$ cat src/rtl/imem_prefetch.sv
// Instruction prefetch queue: fetches ahead of decode, absorbs stalls and flushes on redirect.
// Optional IMEM_PREFETCH_BYPASS_EN presents a response to decode the same cycle it arrives.
module imem_prefetch #(
  parameter int          DEPTH    = 4,
  parameter logic [31:0] RESET_PC = 32'd0
) (
  input  logic        clk,
  input  logic        rst,
  output logic        mem_req,
  output logic [31:0] mem_addr,
  input  logic        mem_gnt,
  input  logic        mem_rvalid,
  input  logic [31:0] mem_rdata,
  output logic        inst_valid,
  output logic [31:0] inst,
  output logic [31:0] pc4,
  input  logic        hold,
  input  logic        redirect,
  input  logic [31:0] redirect_addr
);

  localparam int CW = $clog2(DEPTH + 1);
  localparam int PW = (DEPTH > 1) ? $clog2(DEPTH) : 1;

  logic [31:0]   fpc_q, fpc_d, rpc_q, rpc_d;
  logic [CW-1:0] count_q, count_d, outst_q, outst_d, drop_q, drop_d;
  logic [PW-1:0] rd_q, rd_d, wr_q, wr_d;
  logic [31:0]   inst_mem_q [DEPTH];
  logic [31:0]   pc4_mem_q  [DEPTH];

  logic [CW:0] used;
  logic        grant, resp_live, q_empty, push, pop, byp_show, byp_take;
  logic        unused_addr_bits;

  function automatic logic [PW-1:0] ptr_inc(input logic [PW-1:0] p);
    return (p == PW'(DEPTH - 1)) ? '0 : p + PW'(1);
  endfunction

  // Request handshake: mem_req/mem_addr are held until mem_gnt (transfer on
  // mem_req && mem_gnt) or until a redirect withdraws the request.
  // outst_q counts every in-flight fetch, stale or not; drop_q is the stale subset.
  assign used      = {1'b0, count_q} + {1'b0, outst_q};
  assign mem_req   = !rst && !redirect && (used < (CW+1)'(DEPTH));
  assign mem_addr  = fpc_q;
  assign grant     = mem_req && mem_gnt;
  assign resp_live = mem_rvalid && !redirect && (drop_q == '0);
  assign q_empty   = (count_q == '0);

`ifdef IMEM_PREFETCH_BYPASS_EN
  assign byp_show = !rst && resp_live && q_empty;
`else
  assign byp_show = 1'b0;
`endif
  assign byp_take = byp_show && !hold;

  assign push = resp_live && !byp_take;
  assign pop  = !rst && !q_empty && !hold && !redirect;

  assign unused_addr_bits = ^redirect_addr[1:0];

  always_comb begin
    inst_valid = 1'b0;
    inst       = 32'd0;
    pc4        = 32'd0;
    if (!rst && !q_empty) begin
      inst_valid = 1'b1;
      inst       = inst_mem_q[rd_q];
      pc4        = pc4_mem_q[rd_q];
    end else if (byp_show) begin
      inst_valid = 1'b1;
      inst       = mem_rdata;
      pc4        = rpc_q + 32'd4;
    end
  end

  always_comb begin
    fpc_d   = fpc_q;
    rpc_d   = rpc_q;
    count_d = count_q;
    outst_d = outst_q;
    drop_d  = drop_q;
    rd_d    = rd_q;
    wr_d    = wr_q;
    if (redirect) begin
      // Everything still in flight becomes stale, including earlier stale fetches.
      fpc_d   = {redirect_addr[31:2], 2'b00};
      rpc_d   = {redirect_addr[31:2], 2'b00};
      count_d = '0;
      rd_d    = '0;
      wr_d    = '0;
      outst_d = outst_q - CW'(mem_rvalid);
      drop_d  = outst_q - CW'(mem_rvalid);
    end else begin
      if (grant) fpc_d = fpc_q + 32'd4;
      outst_d = outst_q + CW'(grant) - CW'(mem_rvalid);
      if (mem_rvalid && (drop_q != '0)) drop_d = drop_q - CW'(1);
      if (resp_live) rpc_d = rpc_q + 32'd4;
      if (push) wr_d = ptr_inc(wr_q);
      if (pop) rd_d = ptr_inc(rd_q);
      count_d = count_q + CW'(push) - CW'(pop);
    end
  end

  always_ff @(posedge clk) begin
    if (rst) begin
      fpc_q   <= RESET_PC;
      rpc_q   <= RESET_PC;
      count_q <= '0;
      outst_q <= '0;
      drop_q  <= '0;
      rd_q    <= '0;
      wr_q    <= '0;
    end else begin
      fpc_q   <= fpc_d;
      rpc_q   <= rpc_d;
      count_q <= count_d;
      outst_q <= outst_d;
      drop_q  <= drop_d;
      rd_q    <= rd_d;
      wr_q    <= wr_d;
    end
  end

  always_ff @(posedge clk) begin
    if (!rst && push) begin
      inst_mem_q[wr_q] <= mem_rdata;
      pc4_mem_q[wr_q]  <= rpc_q + 32'd4;
    end
  end

endmodule
$ cat config.mk
export PLATFORM = sky130hd
export DESIGN_NAME = imem_prefetch
export DESIGN_NICKNAME = d
export VERILOG_FILES = /design/src/rtl/imem_prefetch.sv
export SDC_FILE = /design/constraint.sdc
export NUM_CORES = 1
export LEC_CHECK = 0
export ABC_AREA = 1
export BUFFER_PORTS_ARGS = -buffer_cell sky130_fd_sc_hd__buf_2
export CAP_MARGIN = 10
export CORE_ASPECT_RATIO = 0.5
export CORE_UTILIZATION = 55
export DETAILED_ROUTE_END_ITERATION = 8
export PLACE_DENSITY = 0.77
export SYNTH_ARGS = -nofsm -noshare
export SYNTH_HDL_FRONTEND = slang
export SYNTH_SLANG_ARGS = --single-unit
$ cat constraint.sdc
create_clock -name clk -period 7.2 [get_ports clk]
set_input_delay 0.36 -clock clk [delete_from_list [all_inputs] [get_ports clk]]
set_output_delay 0.36 -clock clk [all_outputs]
set_load 0.03 [all_outputs]
# Yosys cells after proc, flatten, opt, wreduce, memory -nomap -nowiden
# Memories as Yosys holds them, arrays and structs flattened. A register that Yosys moved wholly into a read port is not among the register bits.
# Index checks and enable logic that the tools add are counted.
# W data, S select, Z words.
classes:
  addsub: 11
  magnitude_cmp: 1
  eq_ne: 2
  muxes: 18
  reduce_logical: 21
ops:
  columns: ["operator", "count"]
  rows:
  - ["$mux W32", 6]
  - ["$add A32 B3 Y32 const B", 2]
  - ["$mux W2", 6]
  - ["$logic_and A1 B1 Y1", 10]
  - ["$mux W3", 3]
  - ["$sub A3 B1 Y3", 3]
  - ["$add A3 B1 Y3", 2]
  - ["$logic_not A3 Y1", 2]
  - ["$reduce_bool A2 Y1", 3]
  - ["$add A2 B1 Y2 const B", 2]
  - ["$add A3 B3 Y4", 1]
  - ["$eq A2 B2 Y1 const B", 2]
  - ["$logic_not A1 Y1", 4]
  - ["$lt A4 B3 Y1 const B", 1]
  - ["$mux W1", 3]
  - ["$reduce_bool A3 Y1", 1]
  - ["$sub A3 B1 Y3 const B", 1]
  - ["$reduce_or A2 Y1", 1]
totals:
  ff_bits: 77
  ram_bits: 256
  in_bits: 70
  wordCells: 64
  memories: 2
mem_list:
  columns: ["memory", "depth", "word_bits", "rd", "rd_clocked_by_memory_dff", "wr", "line_no", "source"]
  rows:
  - ["inst_mem_q", 4, 32, 1, 1, 1, "28", "logic [31:0] inst_mem_q [DEPTH];"]
  - ["pc4_mem_q", 4, 32, 1, 1, 1, "29", "logic [31:0] pc4_mem_q [DEPTH];"]

# Longest topological paths before layout
# Gate-level depths: netlist of run 1.
logic_depth:
  ltp_word: 7
  mapped_depth: 15

# Least setup slack after synthesis of run 1
# OpenSTA, ideal clock, no wires.
synth_timing:
  path_type: "reg2reg"
  start: "register drop_q[0]"
  end: "memory inst_mem_q[0][0] (enable)"
  setup_ps: 482
  arrival_ps: 3533
  t_required_ps: 6718
  setup_slack_ps: 3185
  path_stages_with_launch: 7
  path_buffers: 0
  synth_period_minus_slack_ps: 4015
  path_cell_list: "dfxtp_1 inv_1 ha_1 nand4_4 nor2_1 inv_1 nor2_1"
synth_via:
  elab_chain_cells: 5
synth_lines:
  columns: ["element", "line_no", "source"]
  rows:
  - ["from (decl)", "26", "logic [CW-1:0] count_q, count_d, outst_q, outst_d, drop_q, drop_d;"]
  - ["from (signal assigned)", "118", "drop_q <= drop_d;"]
  - ["$logic_not A3 Y1", "46", "assign resp_live = mem_rvalid && !redirect && (drop_q == '0);"]
  - ["$logic_and A1 B1 Y1", "46", null]
  - ["$logic_and A1 B1 Y1", "125", "if (!rst && push) begin"]
  - ["$mux W1", "125", null]
  - ["$mux W1 (implied by the code)", "126", "inst_mem_q[wr_q] <= mem_rdata;"]
  - ["to (decl)", "28", null]
# Every way passes these cells.

# Final worst setup path of run 1
layout_timing:
  start: "input port redirect"
  end: "memory pc4_mem_q[1][16] (enable)"
layout_via:
  elab_chain_cells: 6
layout_lines:
  columns: ["element", "line_no", "source"]
  rows:
  - ["from (decl)", "18", "input logic redirect,"]
  - ["$logic_not A1 Y1", "46", null]
  - ["$logic_and A1 B1 Y1 (2 in series)", "46", null]
  - ["$logic_and A1 B1 Y1", "125", null]
  - ["$mux W1", "125", null]
  - ["$mux W1 (implied by the code)", "127", "pc4_mem_q[wr_q] <= rpc_q + 32'd4;"]
  - ["to (decl)", "29", null]
# Every way passes these cells.

==> results of run 1 <==
-- area by class of cell --
type,count,area share [%]
clock buffers,36,4.35
clock inverters,13,0.819
inverters,107,2.39
multi-input cells,1074,29.8
flip-flops and latches,323,53.3
well taps,344,2.56
repair buffers,196,6.75
-- state kept, by name (all words and copies together), names as in the netlist, named ones only --
register and count:
mem_addr 30, inst_mem_q 128, rpc_q 30, count_q 3, drop_q 3, wr_q 2, outst_q 3, rd_q 2
pc4_mem_q 120
-- kinds of logic after synthesis --
group                    Yosys count  synth area share [%]
AO/OA/AOI/OAI                    289                  10.1
XOR/XNOR                          26                  1.61
adder cells (fa/ha/maj)           19                  1.73
buffers and inverters            178                  4.89
flip-flops                       323                  61.1
other                              1                0.0256
AND/OR/NAND/NOR                  736                  20.5
-- cells in the final DEF (no fill, tap or decap), drive strengths merged, types with 7 or more instances in the layout --
| cell | netlist | routed |
|---|---|---|
| nor3 | 7 | 7 |
| clkbuf | 44 | 36 |
| nor2 | 353 | 353 |
| a21oi | 108 | 108 |
| xor2 | 18 | 18 |
| ha | 17 | 17 |
| o21ai | 161 | 161 |
| buf | 27 | 170 |
| inv | 106 | 106 |
| dlygate4sd3 | 0 | 26 |
| dfxtp | 75 | 75 |
| a31oi | 12 | 12 |
| nand3 | 53 | 53 |
| edfxtp | 248 | 248 |
| nand2 | 305 | 305 |
| clkinv | 1 | 11 |
| xnor2 | 8 | 8 |
-- worst max-delay path: cells and delay by family --
kind,cells,cell delay [ns]
buffers and inverters,4,1.86
and+or+nand+nor,3,1.80
-- worst max path at each step --
stage	endpoint	start	depth (start not counted)
finish	pc4_mem_q[1][16]	redirect	7
global route	pc4_mem_q[3][20]	redirect	7
CTS	pc4_mem_q[3][16]	redirect	7
detailed placement	pc4_mem_q[3][21]	redirect	7
global placement	pc4_mem_q[1][21]	redirect	7
floorplan	inst_mem_q[0][0]	drop_q[0]	6
-- where the power goes --
part           internal, mW  switching, mW
logic                0.0915          0.197
registers              2.05         0.0383
clock network         0.791          0.672
-- stage by stage --
| stage | instances | utilization (%) | worst slack, ns | area [um^2] |
|---|---|---|---|---|
| 6_report | 2093 | 65.5 | 3.34 | 16800 |
| 2_1_floorplan | 1575 | - | 3.18 | 14600 |
| 4_1_cts | 2093 | 65.5 | 3.28 | 16800 |
| 5_1_grt | 2093 | 65.5 | 3.08 | 16800 |
| 3_3_place_gp | 2018 | 61.1 | 2.75 | 15700 |
| 3_5_place_dp | 2018 | 61.1 | 2.69 | 15700 |
-- per-layer routing --
| layer | routed length (um) | up-vias | track usage (%) | part of all wire, % |
|---|---|---|---|---|
| li1 | - | 5540 | - | - |
| met1 | 15800 | 5586 | 37.3 | 43 |
| met2 | 17700 | 460 | 45.0 | 48 |
| met3 | 2570 | 70 | 3.99 | 7.0 |
| met4 | 769 | 0 | 6.90 | 2.1 |
| met5 | 0 | - | 0 | 0 |
==> results.tsv, run 1 <==
stage	metric	value	unit
status	status	finished, final reports clean	
clock_network	CTS buffer count	28	
grt	vias in the first global route	11200	
worst_setup_path	slowest stage cell, crit path	nor2_4	
worst_setup_path	Reg2Reg Launch Point	drop_q[0]	
yosys	#FFs+latches synth	323	
power	PnR Total Power	3.84	mW
floorplanning	Row Count	41	
timing	Hold WS	0.0219	ns
clock_network	CTS tree	built	
cells_and_area	Nets	1819	
yosys	Syn Inst Count	1572	
floorplanning	io pins	168	
worst_setup_path	R2R Setup Slk	3.48	ns
timing	final hold viol count	0	
placement	Detailed Place HPWL	22500	um
power	Pwr Density	228	nW/um^2
timing	skew final	0.0142	ns
yosys	Synth top area share	50.9	%
hold_path	Hold Crit Depth	1	
floorplanning	Die ar.	27300	um^2
cells_and_area	Fillers	2006	
timing	Max Slew Vio Count	0	
yosys	synth unique cells	39	
hold_path	hold path endpoint	inst_mem_q[0][4]	
drt	residual DRC count	0	
floorplanning	Initial Util	57.1	%
timing	RSZ-0062 raised after global routing	no	
cells_and_area	ant diodes	0	
cells_and_area	multi-input logic area	5010	um^2
cells_and_area	Seq. cell area	8950	um^2
grt	first-pass GRT wire length	57800	um
worst_setup_path	CP Class	input pin to flop	
power	leakage	6.50	nW
clock_network	Root Buffer	clkbuf_16	
drt	First-pass DRT Iterations	5	
drt	DRT iter0 DRCs	1215	
timing	Final Setup Violations	0	
timing	TNS Setup	0	ns
worst_setup_path	RR Endpoint	pc4_mem_q[1][16]	
placement	Port Buffer Count	161	
clock_network	# clock sinks	323	
timing	final cycle utilization of the critical path	53.6	%
hold_path	Hold Path Class	input pin to flop	
cells_and_area	layout cells sized above 1	13.6	%
drt	DRT Wirelength	36800	um
drt	Post-DRT Antenna Nets	0	
yosys	Syn Area/Cell	9.31	um^2
timing	Slew HR	28.8	%
yosys	synth cell count leaders	nor2_1, nand2_1, edfxtp_1	
grt	largest net degree at the start of global routing	80	
clock_network	Post-CTS Setup Inserts	0	
placement	GPL Wtd Cong	0.878	
clock_network	latest clock arrival within the worst-skew pair	0.57	ns
timing	Max Freq	259	MHz
yosys	share of flip-flops with an asynchronous set or reset	0	%
worst_setup_path	crit-path cells	buf_2 > inv_2 > nand4_4 > nor2_1 > inv_1 > nor2_4 > buf_4	
yosys	synth top area cells	edfxtp_1, dfxtp_1, nor2_1	
drt	DR vias	11700	
worst_setup_path	crit path DAT	4.06	ns
drt	DR WL/cell	17.6	um
floorplanning	core area	25600	um^2
yosys	Post-synth EDFFs	248	
worst_setup_path	nature of the critical path endpoint	flop	
yosys	warnings from Yosys	0	
clock_network	CTS H-tree depth	1	
yosys	register area share after synthesis	61.1	%
worst_setup_path	crit-path max FO	38	
cells_and_area	area grow syn2layout	14.8	%
worst_setup_path	startpoint types	input pin	
worst_setup_path	number of cells on the worst reg-to-reg path	7	
yosys	area leader, netlist	edfxtp_1	
clock_network	Post-CTS Resized	0	
power	Worst VDD drop	158	uV
clock_network	CTS Hold Bufs	26	
timing	fin crit period	3.86	ns
worst_setup_path	crit-path max cell delay	0.84	ns
clock_network	Worst-path clk slew	0.06	ns
drt	DR vias/cell	5.57	
clock_network	Max clock buf depth	3	
grt	GRT overflow	0	
yosys	synthesized area	14600	um^2
run	Max-Cap Viols	0	
yosys	main flop type after synthesis	edfxtp_1	
grt	initial antenna violation count	0	
grt	Total GRT Usage	27.1	%
worst_setup_path	WP data required	7.40	ns
floorplanning	Die X	233	um
floorplanning	DIE HEIGHT	117	um
yosys	most frequent cell after synthesis	nor2_1	
timing	Slew @ Worst Pin	1.07	ns
hold_path	hold_sp	mem_rdata[4]	
Power figures use the tool's default switching activity.
==> run 2: changes to the inputs <==
ABC_AREA = 0   (was 1)
clock period = 3.75 ns   (was 7.2 ns; I/O delays follow)
==> run 2 against run 1 <==
  * Clock power rose by 100%
  * Largest power group unchanged
  * Via count fell by 23%
  * Flip-flop and latch count did not move
  * Count of clock-buffer cells in the layout did not move
  * Non-clock buffer count rose by 40
  * Critical path type is now flop to flop
  * Cell count fell by 25%
  * Die area fell by 3.9%
==> results.tsv, run 2 <==
stage	metric	value	unit	change
floorplanning	DIE HEIGHT	115	um	was 117 um
timing	Max Freq	341	MHz	
worst_setup_path	crit-path cells	ha_1 > or4b_4 > nor2_2 > inv_1 > ha_1 > inv_1 > ha_1 > fa_1 > xor2_1 > o21ai_0 > xnor2_1 > nor2_1		was buf_2 > inv_2 > nand4_4 > nor2_1 > inv_1 > nor2_4 > buf_4
worst_setup_path	CP Class	flop to flop		was input pin to flop
placement	placed instance area	15200	um^2	was 15700 um^2
drt	DR WL/cell	19.5	um	was 17.6 um
yosys	area leader, netlist	edfxtp_1		unchanged
floorplanning	io pins	168		unchanged
clock_network	Post-CTS Setup Inserts	0		unchanged
worst_setup_path	crit path DAT	3.35	ns	was 4.06 ns
yosys	synth top area cells	edfxtp_1, dfxtp_1, mux4_2		was edfxtp_1, dfxtp_1, nor2_1
clock_network	CTS buffer count	29		was 28
grt	first-pass GRT wire length	47900	um	was 57800 um
floorplanning	Row Count	40		was 41
timing	final hold viol count	0		unchanged
clock_network	# clock sinks	323		unchanged
drt	DRT Wirelength	30500	um	was 36800 um
drt	DRT iter0 DRCs	667		was 1215
yosys	register area share after synthesis	63.7	%	was 61.1%
worst_setup_path	nature of the critical path endpoint	flop		unchanged
floorplanning	core area	24500	um^2	was 25600 um^2
clock_network	CTS tree	built		unchanged
yosys	Syn Area/Cell	14.0	um^2	was 9.31 um^2
clock_network	Worst-path clk slew	0.06	ns	about the same
drt	DR vias/cell	5.73		was 5.57
cells_and_area	Nets	1300		was 1819
power	Pwr Density	448	nW/um^2	was 228 nW/um^2
timing	RSZ-0062 raised after global routing	no		unchanged
worst_setup_path	crit-path max FO	3		was 38
worst_setup_path	startpoint types	flop		was input pin
cells_and_area	largest registers	inst_mem_q: 128 flops, pc4_mem_q: 120 flops		unchanged
yosys	share of flip-flops with an asynchronous set or reset	0	%	unchanged
yosys	#FFs+latches synth	323		unchanged
yosys	Syn Inst Count	1001		was 1572
timing	final cycle utilization of the critical path	78.2	%	
floorplanning	Die X	228	um	was 233 um
cells_and_area	highest-count cells in the layout ignoring fill and taps	edfxtp_1, buf_2, nand2_1, dfxtp_1, and2_1		was nor2_1, nand2_1, edfxtp_1
timing	Slew @ Worst Pin	0.877	ns	was 1.07 ns
cells_and_area	design area	16800	um^2	about the same
drt	residual DRC count	0		unchanged
timing	Slew HR	41.6	%	was 28.8%
cells_and_area	layout cells sized above 1	24.4	%	was 13.6%
yosys	Synth top area share	53.0	%	was 50.9%
worst_setup_path	crit-path max cell delay	0.53	ns	was 0.84 ns
clock_network	Root Buffer	clkbuf_16		unchanged
timing	Final Setup Violations	0		unchanged
yosys	warnings from Yosys	0		unchanged
grt	GRT overflow	0		unchanged
placement	Detailed Place HPWL	18700	um	was 22500 um
hold_path	Hold Path Class	input pin to flop		unchanged
grt	largest net degree at the start of global routing	64		was 80
timing	Max Slew Vio Count	0		unchanged
timing	TNS Setup	0	ns	unchanged
clock_network	CTS H-tree depth	1		unchanged
run	Max-Cap Viols	0		unchanged
power	Worst VDD drop	316	uV	was 158 uV
yosys	main flop type after synthesis	edfxtp_1		unchanged
clock_network	latest clock arrival within the worst-skew pair	0.55	ns	was 0.57 ns
yosys	synth unique cells	58		was 39
timing	fin crit period	2.93	ns	
clock_network	Post-CTS Resized	0		unchanged
grt	initial antenna violation count	0		unchanged
cells_and_area	ant diodes	0		unchanged
status	status	finished, final reports clean		unchanged
yosys	synthesized area	14100	um^2	was 14600 um^2
placement	GPL Wtd Cong	0.882		was 0.878
power	leakage	6.04	nW	was 6.50 nW
yosys	Post-synth EDFFs	248		unchanged
worst_setup_path	slowest stage cell, crit path	or4b_4		was nor2_4
clock_network	Max clock buf depth	3		unchanged
cells_and_area	number of flip-flops in the largest register	128		unchanged
grt	Total GRT Usage	23.4	%	was 27.1%
floorplanning	Die ar.	26200	um^2	was 27300 um^2
worst_setup_path	Worst path most repeated cell	ha_1		
floorplanning	Initial Util	57.3	%	was 57.1%
placement	Port Buffer Count	161		unchanged
grt	vias in the first global route	8796		was 11200
cells_and_area	Top reg by flops	inst_mem_q		unchanged
worst_setup_path	WP data required	4.17	ns	was 7.40 ns
yosys	synth cell count leaders	edfxtp_1, dfxtp_1, nand2_1		was nor2_1, nand2_1, edfxtp_1
timing	skew final	0.0203	ns	was 0.0142 ns
cells_and_area	area grow syn2layout	19.2	%	was 14.8%
drt	First-pass DRT Iterations	5		unchanged
drt	Post-DRT Antenna Nets	0		unchanged
clock_network	CTS Hold Bufs	60		was 26
cells_and_area	commonest non-fill, non-tap cell in the layout	edfxtp_1		was nor2_1
yosys	most frequent cell after synthesis	edfxtp_1		was nor2_1
drt	DR vias	8993		was 11700
## run 2: changes by cell type in the layout (fill, tap and decap cells not counted), moves of 66 or more
| cell | before | now |
|---|---|---|
| a21oi_1 | 108 | 25 |
| and2_1 | 3 | 69 |
| inv_1 | 102 | 23 |
| nand2_1 | 299 | 73 |
| nor2_1 | 338 | 55 |
| o21ai_0 | 161 | 17 |
## run 2: worst paths after layout
check | slack, ns | startpoint | end | cells past startpoint
min | 0.03 | redirect_addr[25] | rpc_q[25] | 4
max | 0.82 | outst_q[2] | outst_q[2] | 12
max reg2reg | 0.82 | outst_q[2] | outst_q[2] | 12
min reg2reg | 0.51 | mem_addr[31] | mem_addr[31] | 2
## run 2: area by class of cell
cell class | count | area [um^2]
clock buffer | 36 | 762
clock inverter | 17 | 170
fill | 1735 | 7770
inverter | 23 | 86.3
multi-input combinational | 598 | 4780
sequential | 323 | 8950
tap | 336 | 420
timing repair buffer | 236 | 1580
## run 2: routing by layer
metal  track usage, %  wire [um]
met1             33.8      13800
met2             38.4      14500
met3             3.47       1730
met4             4.92        525
met5                0          0
## run 2: worst max-delay path, delay by kind of cell (launching register included)
family	cells	cell delay [ns]
adder cells (fa/ha/maj)	4	1.11
AND/OR/NAND/NOR	3	0.70
flip-flops	1	0.40
XOR/XNOR	2	0.30
AO/OA/AOI/OAI	1	0.19
buffers and inverters	2	0.10
## run 2: where the power goes
part | leakage, nW | switching, mW | total (mW) | internal, mW
sequential | 2.87 | 0.0828 | 4.02 | 3.94
clock | 0.454 | 1.27 | 2.93 | 1.65
combinational | 2.71 | 0.337 | 0.563 | 0.226
## run 2: logic make-up (layout without fill, tap and decap cells)
group | count (synthesis) | in the layout | share of synthesized area, %
buf+inv | 83 | 312 | 2.47
other cells | 1 | 4 | 0.0267
compound gates | 109 | 109 | 4.99
mux | 65 | 65 | 10.2
flops | 323 | 323 | 63.7
xor+xnor | 61 | 61 | 3.80
simple gates | 340 | 340 | 13.1
fa+ha+maj | 19 | 19 | 1.80
## run 2: through the flow
step / utilization [%] / power (mW) / hold WS, ns / instances / setup slack (ns)
final: 68.3 / 7.51 / 0.0307 / 1569 / 0.816
after global routing: 68.3 / 7.75 / 0.0500 / 1569 / 0.690
after CTS: 68.3 / 7.56 / 0.00134 / 1569 / 0.826
after detailed placement: 62.1 / 4.60 / 0.405 / 1456 / 0.837
after global placement: 62.1 / 4.58 / 0.398 / 1456 / 0.900
after floorplan: - / 4.42 / 0.286 / 1004 / 0.623
